`config.mk`:
```
export PLATFORM = sky130hd
export DESIGN_NAME = beat_pulse_conditioner
export DESIGN_NICKNAME = d
export VERILOG_FILES = /design/src/rtl/hr_pkg.sv /design/src/rtl/pulse_debouncer.sv /design/src/rtl/beat_pulse_conditioner.sv
export SDC_FILE = /design/constraint.sdc
export NUM_CORES = 1
export LEC_CHECK = 0
export BUFFER_PORTS_ARGS = -buffer_cell sky130_fd_sc_hd__buf_2
export CORE_MARGIN = 1.5
export CORE_UTILIZATION = 40
export DETAILED_ROUTE_END_ITERATION = 12
export PLACE_DENSITY = 0.59
export SLEW_MARGIN = 20
export SYNTH_ARGS = -nofsm -noshare
export SYNTH_HDL_FRONTEND = slang
export SYNTH_SLANG_ARGS = --single-unit
```
`constraint.sdc`:
```
create_clock -name clk -period 3 [get_ports clk]
set_input_delay 0.9 -clock clk [delete_from_list [all_inputs] [get_ports clk]]
set_output_delay 0.9 -clock clk [all_outputs]
set_load 0.02 [all_outputs]
```
`src/rtl/hr_pkg.sv`:
```
// Shared definitions for the heart-rate front end: tick rate, beat FSM states
// and default millisecond limits reused by the interval and arrhythmia stages.
package hr_pkg;

    localparam int TICK_HZ = 1000;

    localparam int DEBOUNCE_MS_DEF   = 8;
    localparam int REFRACTORY_MS_DEF = 250;
    localparam int ASYSTOLE_MS_DEF   = 3000;

    typedef enum logic [1:0] {
        WAIT_FIRST = 2'd0,
        READY      = 2'd1,
        REFRACT    = 2'd2
    } beat_state_e;

    function automatic logic [7:0] sat_inc8(input logic [7:0] value);
        return (value == 8'hFF) ? value : value + 8'd1;
    endfunction

endpackage

```
`src/rtl/pulse_debouncer.sv`:
```
// Synchronises the raw heartbeat pin, debounces it on the ms tick and emits a
// registered single-cycle strobe one clk after the debounced level rises.
module pulse_debouncer
    import hr_pkg::*;
#(
    parameter int SYNC_STAGES = 2,
    parameter int DEBOUNCE_MS = DEBOUNCE_MS_DEF
) (
    input  logic clk,
    input  logic rst_n,
    input  logic ms_tick_i,
    input  logic enable_i,
    input  logic pulse_raw_i,
    output logic level_o,
    output logic rise_o
);

    localparam int DW = $clog2(DEBOUNCE_MS + 1);
    localparam logic [DW-1:0] DB_LAST = DW'(DEBOUNCE_MS - 1);

    logic [SYNC_STAGES-1:0] sync_q;
    logic                   sync_bit;
    logic [DW-1:0]          cnt_q, cnt_d;
    logic                   level_q, level_d;
    logic                   level_dly_q;
    logic                   rise_q;

    // The synchroniser keeps sampling while disabled so re-enabling sees a settled level.
    always_ff @(posedge clk or negedge rst_n) begin
        if (!rst_n) begin
            sync_q <= '0;
        end else begin
            // NOTE: non-blocking assignments in clocked blocks so every flop samples pre-edge values.
            sync_q <= {sync_q[SYNC_STAGES-2:0], pulse_raw_i};
        end
    end

    assign sync_bit = sync_q[SYNC_STAGES-1];

    always_comb begin
        // NOTE: every signal written here gets a default first so no latch is inferred.
        cnt_d   = cnt_q;
        level_d = level_q;
        if (!enable_i) begin
            cnt_d   = '0;
            level_d = 1'b0;
        end else if (ms_tick_i) begin
            if (sync_bit == level_q) begin
                cnt_d = '0;
            end else if (cnt_q == DB_LAST) begin
                level_d = ~level_q;
                cnt_d   = '0;
            end else begin
                cnt_d = cnt_q + DW'(1);
            end
        end
    end

    always_ff @(posedge clk or negedge rst_n) begin
        if (!rst_n) begin
            cnt_q       <= '0;
            level_q     <= 1'b0;
            level_dly_q <= 1'b0;
            rise_q      <= 1'b0;
        end else begin
            cnt_q       <= cnt_d;
            level_q     <= level_d;
            level_dly_q <= enable_i & level_q;
            rise_q      <= enable_i & level_q & ~level_dly_q;
        end
    end

    assign level_o = level_q;
    assign rise_o  = rise_q;

endmodule

```
`src/rtl/beat_pulse_conditioner.sv`:
```
// Beat acceptance stage: turns debounced rising edges into single-cycle beat
// strobes, enforcing the refractory lockout and tracking asystole.
module beat_pulse_conditioner
    import hr_pkg::*;
#(
    parameter int SYNC_STAGES   = 2,
    parameter int DEBOUNCE_MS   = DEBOUNCE_MS_DEF,
    parameter int REFRACTORY_MS = REFRACTORY_MS_DEF,
    parameter int ASYSTOLE_MS   = ASYSTOLE_MS_DEF,
    parameter int CNT_W         = 12
) (
    input  logic       clk,
    input  logic       rst_n,
    input  logic       ms_tick,
    input  logic       enable,
    input  logic       pulse_raw,
    output logic       beat_pulse,
    output logic       pulse_level,
    output logic       refractory,
    output logic       asystole_flag,
    output logic [7:0] rejected_count
);

    localparam logic [CNT_W-1:0] REFR_LAST = CNT_W'(REFRACTORY_MS - 1);
    localparam logic [CNT_W-1:0] ASYS_MAX  = CNT_W'(ASYSTOLE_MS);

    beat_state_e      state_q, state_d;
    logic [CNT_W-1:0] refr_cnt_q, refr_cnt_d;
    logic [CNT_W-1:0] asys_cnt_q, asys_cnt_d;
    logic [7:0]       rej_cnt_q, rej_cnt_d;
    logic             beat_q, beat_d;
    logic             asys_flag_q, asys_flag_d;
    logic             rise;
    logic             accept;

    pulse_debouncer #(
        .SYNC_STAGES (SYNC_STAGES),
        .DEBOUNCE_MS (DEBOUNCE_MS)
    ) u_debouncer (
        .clk         (clk),
        .rst_n       (rst_n),
        .ms_tick_i   (ms_tick),
        .enable_i    (enable),
        .pulse_raw_i (pulse_raw),
        .level_o     (pulse_level),
        .rise_o      (rise)
    );

    always_comb begin
        state_d    = state_q;
        refr_cnt_d = refr_cnt_q;
        asys_cnt_d = asys_cnt_q;
        rej_cnt_d  = rej_cnt_q;
        beat_d     = 1'b0;
        accept     = 1'b0;

        if (!enable) begin
            state_d    = WAIT_FIRST;
            refr_cnt_d = '0;
            asys_cnt_d = '0;
        end else begin
            case (state_q)
                WAIT_FIRST: accept = rise;
                READY:      accept = rise;
                REFRACT: begin
                    // A rise coinciding with expiry still sees the lockout.
                    if (rise) begin
                        rej_cnt_d = sat_inc8(rej_cnt_q);
                    end
                    if (ms_tick) begin
                        if (refr_cnt_q == REFR_LAST) begin
                            state_d    = READY;
                            refr_cnt_d = '0;
                        end else begin
                            refr_cnt_d = refr_cnt_q + CNT_W'(1);
                        end
                    end
                end
                default: state_d = WAIT_FIRST;
            endcase

            if ((state_q != WAIT_FIRST) && ms_tick && (asys_cnt_q != ASYS_MAX)) begin
                asys_cnt_d = asys_cnt_q + CNT_W'(1);
            end

            if (accept) begin
                beat_d     = 1'b1;
                state_d    = REFRACT;
                refr_cnt_d = '0;
                asys_cnt_d = '0;
            end
        end

        // Taken from the next count so the flag drops on the beat cycle itself.
        asys_flag_d = (asys_cnt_d == ASYS_MAX);
    end

    always_ff @(posedge clk or negedge rst_n) begin
        if (!rst_n) begin
            state_q     <= WAIT_FIRST;
            refr_cnt_q  <= '0;
            asys_cnt_q  <= '0;
            rej_cnt_q   <= '0;
            beat_q      <= 1'b0;
            asys_flag_q <= 1'b0;
        end else begin
            state_q     <= state_d;
            refr_cnt_q  <= refr_cnt_d;
            asys_cnt_q  <= asys_cnt_d;
            rej_cnt_q   <= rej_cnt_d;
            beat_q      <= beat_d;
            asys_flag_q <= asys_flag_d;
        end
    end

    assign beat_pulse     = beat_q;
    assign refractory     = (state_q == REFRACT);
    assign asystole_flag  = asys_flag_q;
    assign rejected_count = rej_cnt_q;

endmodule

```
== After elaboration in Yosys (flattened, before gate mapping) ==
Cells that the tools add are included.

* Register bits: 45
* Input bits: 5
* Output and inout bits: 12

* Reductions and logical operators: 9
* Muxes and demuxes: 25
* $add $sub $neg: 4
* Bitwise gates (word level): 5
* Eq/ne operators: 16

{| class="wikitable"
|+ Operators with widths
! cell !! number
|-
| $mux W12 || 8
|-
| $add A12 B1 Y12 const B || 2
|-
| $mux W4 || 4
|-
| $eq A12 B12 Y1 const B || 1
|-
| $eq A12 B8 Y1 const B || 1
|-
| $ne A12 B12 Y1 const B || 1
|-
| $add A8 B1 Y8 const B || 1
|-
| $eq A8 B8 Y1 const B || 1
|-
| $mux W1 || 8
|-
| $mux W2 || 4
|-
| $ne A3 B2 Y1 const B || 2
|-
| $reduce_and A3 Y1 || 2
|-
| $add A4 B1 Y4 const B || 1
|-
| $eq A4 B3 Y1 const B || 1
|-
| $ne A2 B2 Y1 const B || 2
|-
| $ne A4 B2 Y1 const B || 1
|-
| $ne A4 B3 Y1 const B || 1
|-
| $pmux W2 S2 || 1
|-
| $reduce_and A4 Y1 || 1
|-
| $ne A3 B1 Y1 const B || 1
|-
| $not A1 Y1 || 3
|-
| $and A1 B1 Y1 || 2
|-
| $eq A2 B1 Y1 const B || 1
|-
| $eq A2 B2 Y1 const B || 1
|-
| other kinds (7) || 8
|}

== Longest topological paths before layout ==
* Word-level depth: 7
* Mapped depth: 7
* Mapped depth without buffers: 7

== Cells and area by module ==
From an unflattened synthesis, not the netlist that was laid out.

* Cell total of the unflattened synthesis: 223
* Area total of the unflattened synthesis: 2303.5 sq um

{| class="wikitable"
|+ By module, submodules not included
! module !! area each (sq um) !! cells each !! seq. area each (sq um) !! times used
|-
| beat_pulse_conditioner || 1884.3 || 186 || 900.9 || 1
|-
| pulse_debouncer || 419.2 || 37 || 225.2 || 1
|}

== Least setup slack after synthesis ==
OpenSTA, ideal clock, no wires.

* Path type: input to register
* From: input enable
* To: register refr_cnt_q[3]
* Buffers on the path: 1
* Arrival: 1.851 ns
* Path slack: 1.054 ns
* Stages: 5
* Required time: 2.905 ns
* Setup time: 0.095 ns
* Path through: clkbuf_2 inv_1 a311oi_2 nand2_1 o31ai_1

* Cells in the longest elaborated chain, start to end: 2
* Elaborated cells between the ends (all ways): 4
* Those cells by class: 2 x eq/ne; 1 x mux; 1 x reduce/logical

{| class="wikitable"
|+ RTL lines
! element !! RTL line !! text
|-
| start, declared || beat_pulse_conditioner.sv:15 || <nowiki>input logic enable,</nowiki>
|-
| $ne A3 B1 Y1 (no line) / $ne A3 B2 Y1 (equally long branches) || -- ||
|-
| $reduce_and A2 Y1 (no line) || -- ||
|-
| end signal, assigned || beat_pulse_conditioner.sv:108 || <nowiki>refr_cnt_q <= refr_cnt_d;</nowiki>
|-
| end, declared || beat_pulse_conditioner.sv:28 || <nowiki>logic [CNT_W-1:0] refr_cnt_q, refr_cnt_d;</nowiki>
|}

Several ways; a longest one is shown, not always the timed one.
A chain may end at the register's enable or synchronous reset.

== Worst setup path in the final report ==
* From: register state_q[1]
* To: output refractory

* Cells in the longest elaborated chain, start to end: 1

{| class="wikitable"
|+ RTL lines
! element !! RTL line !! text
|-
| start, declared || beat_pulse_conditioner.sv:27 || <nowiki>beat_state_e state_q, state_d;</nowiki>
|-
| start signal, assigned || beat_pulse_conditioner.sv:107 || <nowiki>state_q <= state_d;</nowiki>
|-
| $eq A2 B2 Y1 || beat_pulse_conditioner.sv:117 || <nowiki>assign refractory = (state_q == REFRACT);</nowiki>
|-
| end, declared || beat_pulse_conditioner.sv:19 || <nowiki>output logic refractory,</nowiki>
|}

Every way passes these cells.

==> run summary <==
Largest area contributor in the netlist - dfrtp_1
CTS buffer count - 5
Mapped Area - 2310 um^2
Capturing element type of the critical path - output port
Placer congestion estimate - 0.767
First-pass GRT wire length - 7.94 mm
Final standard cell utilization of the core - 46.3%
Count of input and output buffers - 16
Post-DR vias/cell - 5.13
Period utilization - 73.8%
Critical Path RT - 2.10 ns
Most common cell after layout, fill and taps aside - dfrtp_1
Starting density of the core - 41.7%
Horiz. Die Dim - 79.0 um
Fin. max-slew vios - 0
Worst setup SP type - flip-flop
Std-Cell Rows - 27
Clock tree from TritonCTS - done
Cell types occupying the most area after synthesis - dfrtp_1 49%, xor2_1 5.7%, nor2_1 4.9%
Cell area power density - 423 nW/um^2
Storage cell area - 1130 um^2
Residual DRC count - 0
Half-perimeter wire length of the detailed placement result - 3.23 mm
Clock transition time at the flip-flop clock pins of the worst setup and hold paths - 0.08 ns
Area used by multi-input combinational logic - 1120 um^2
Arrival time worst endpoint - 1.31 ns
Unique masters post-synth - 49
Largest net degree at the start of global routing - 29
Worst Setup Path Type - flip-flop to output port
Fraction of synthesis flops using an asynchronous set or reset pin - 100%
Worst-path maximum fanout - 10
Worst min-delay path category - flip-flop to flip-flop
Number of endpoints with negative hold slack in the final report - 0
Setup Fix Bufs, Post-CTS - 0
Setup TNS - 0 ns
Highest-count cells in the layout ignoring fill and taps - 45 x dfrtp_1, 30 x nor2_1, 16 x nand2_1, 16 x buf_2, 15 x xor2_1
Number of antenna diodes - 0
Clk Latency, worst-skew pair - 0.30 ns
CTS H-tree lvls - 2
Count of endpoints failing setup in the final report - 0
Buffers from clock root to sink, at most - 2
Number of top-level design ports - 17
Synth Register Bits - 45
Initial DRC Count - 68
DIE AREA - 6250 um^2
Core area - 5540 um^2
Wire length after detailed routing - 4.33 mm
Filler Cell Count - 553
Count of flip-flops with a built-in enable after synthesis - 0
Max-Cap Viols - 0
Hold buffers post-CTS - 0
Minimum clock period after layout - 2.21 ns
Mean instance size in the synthesized netlist - 10.5 um^2
Dominant synthesized flop cell - dfrtp_1
Global-route total usage across every layer - 16.3%
Area grow syn2layout - 11.0%
Antenna violations before repair - 0
Sequential cell area fraction in the yosys report - 48.7%
# clock sinks - 45
Proportion of netlist area held by the largest area contributor - 48.7%
Worst-case headroom to the max-slew limit - 58.9%
Y dimension of the die - 79.0 um
Total number of vias - 1,615
Peak ir drop on the vdd network - 0.220 mV
Result of the run - completed
Maximum clock frequency - 0.452 GHz
Number of warnings issued by yosys - 0
Routed WL per cell - 13.8 um
Unrepaired setup endpoints after global routing - no
Syn_nets - 232
Resized cells post-CTS - 0
Worst hold slack - 0.362 ns
First-pass iteration count of the detailed router - 4
Via count of the first global-routing pass - 1,659
Worst Clk Skew - 0.00328 ns
Leak pwr - 1.19 nW
Final global-route overflow total - 0
Number of nets in the layout - 253
Ratio of cells with drive above 1 in the final layout - 16.5%
Root buffer cell - clkbuf_8
Worst Max-Slew Pin Slew - 0.616 ns
Post-Syn Instances - 221
Antenna Nets Post-Route - 0
cell families after synthesis:
group | after synthesis | synth area share (%)
buffers and inverters | 13 | 2.81
AOI/OAI and AO/OA | 31 | 10.7
xor gates and xnor gates | 26 | 9.85
adders and majority gates | 6 | 3.25
muxes | 2 | 0.920
DFF | 45 | 48.7
and+or+nand+nor | 98 | 23.8
critical path, cell delays in order (launching register included):
cell     delay, ns
dfrtp_1       0.57
and2b_2       0.27
buf_2         0.18
final timing paths:
check,from,end,slack [ns],cells after the start
max,state_q[1]$_DFFE_PN0P_,refractory,0.79,2
min in group asynchronous,rst_n,asys_cnt_q[8]$_DFF_PN0_,0.60,1
max in group asynchronous,rst_n,u_debouncer.level_o$_DFFE_PN0P_,1.81,2
max reg2reg,state_q[1]$_DFFE_PN0P_,refr_cnt_q[7]$_DFFE_PN0P_,1.13,5
min reg2reg,u_debouncer.sync_q[0]$_DFF_PN0_,u_debouncer.sync_q[1]$_DFF_PN0_,0.36,0
min,u_debouncer.sync_q[0]$_DFF_PN0_,u_debouncer.sync_q[1]$_DFF_PN0_,0.36,0
layer usage:
metal  GRT usage, %  part of all wire [%]  up-vias
met5              0                     0        -
met2           25.2                    46       13
li1               -                     -      814
met3           4.14                   2.5        5
met4           4.74                  0.88        0
met1           22.5                    51      783
final cells by class:
type	count	area share (%)
multi-input combinational	163	43.7
sequential	45	43.9
tap	72	3.51
clock inverter	1	0.195
clock buffer	7	3.75
inverter	9	1.32
timing repair buffer	18	3.70
flip-flops by register name, indices dropped and copies added, names as in the netlist:
| signal | cells |
|---|---|
| asys_cnt_q | 12 |
| asystole_flag | 1 |
| beat_pulse | 1 |
| refr_cnt_q | 12 |
| rejected_count | 8 |
| state_q | 2 |
| u_debouncer.cnt_q | 4 |
| u_debouncer.level_dly_q | 1 |
| u_debouncer.level_o | 1 |
| u_debouncer.rise_o | 1 |
| u_debouncer.sync_q | 2 |
cell usage after synthesis, types with 2 or more instances:
library cell  number
nand2_1           16
nand3_1            9
o31ai_1            2
nand4b_1           2
a21oi_1            4
nor2_1            30
ha_1               6
nor2_2             2
xor2_1            15
nor3_1             3
and3_1             4
and4_1             2
and2_1             4
o21ai_0           12
buf_6              2
dfrtp_1           45
nand4_1           10
nand2b_1           2
xnor2_1           11
nor2b_1            2
o211ai_1           2
inv_1              9
power breakdown:
part	switching (mW)	total (mW)	leakage (nW)	internal, mW
registers	0.00922	0.622	0.621	0.613
clock network	0.202	0.410	0.0542	0.208
logic	0.0381	0.0540	0.517	0.0159
per-stage QoR:
| stage | std cells | power (mW) | cell area [um^2] | setup slack [ns] |
|---|---|---|---|---|
| global route | 315 | 1.14 | 2570 | 0.706 |
| CTS | 315 | 1.10 | 2570 | 0.763 |
| finish | 315 | 1.09 | 2570 | 0.786 |
| global placement | 307 | 0.690 | 2470 | 0.770 |
| floorplan | 221 | 0.663 | 2310 | 1.05 |
| detailed placement | 307 | 0.690 | 2470 | 0.747 |
(Power assumes the default switching activity.)
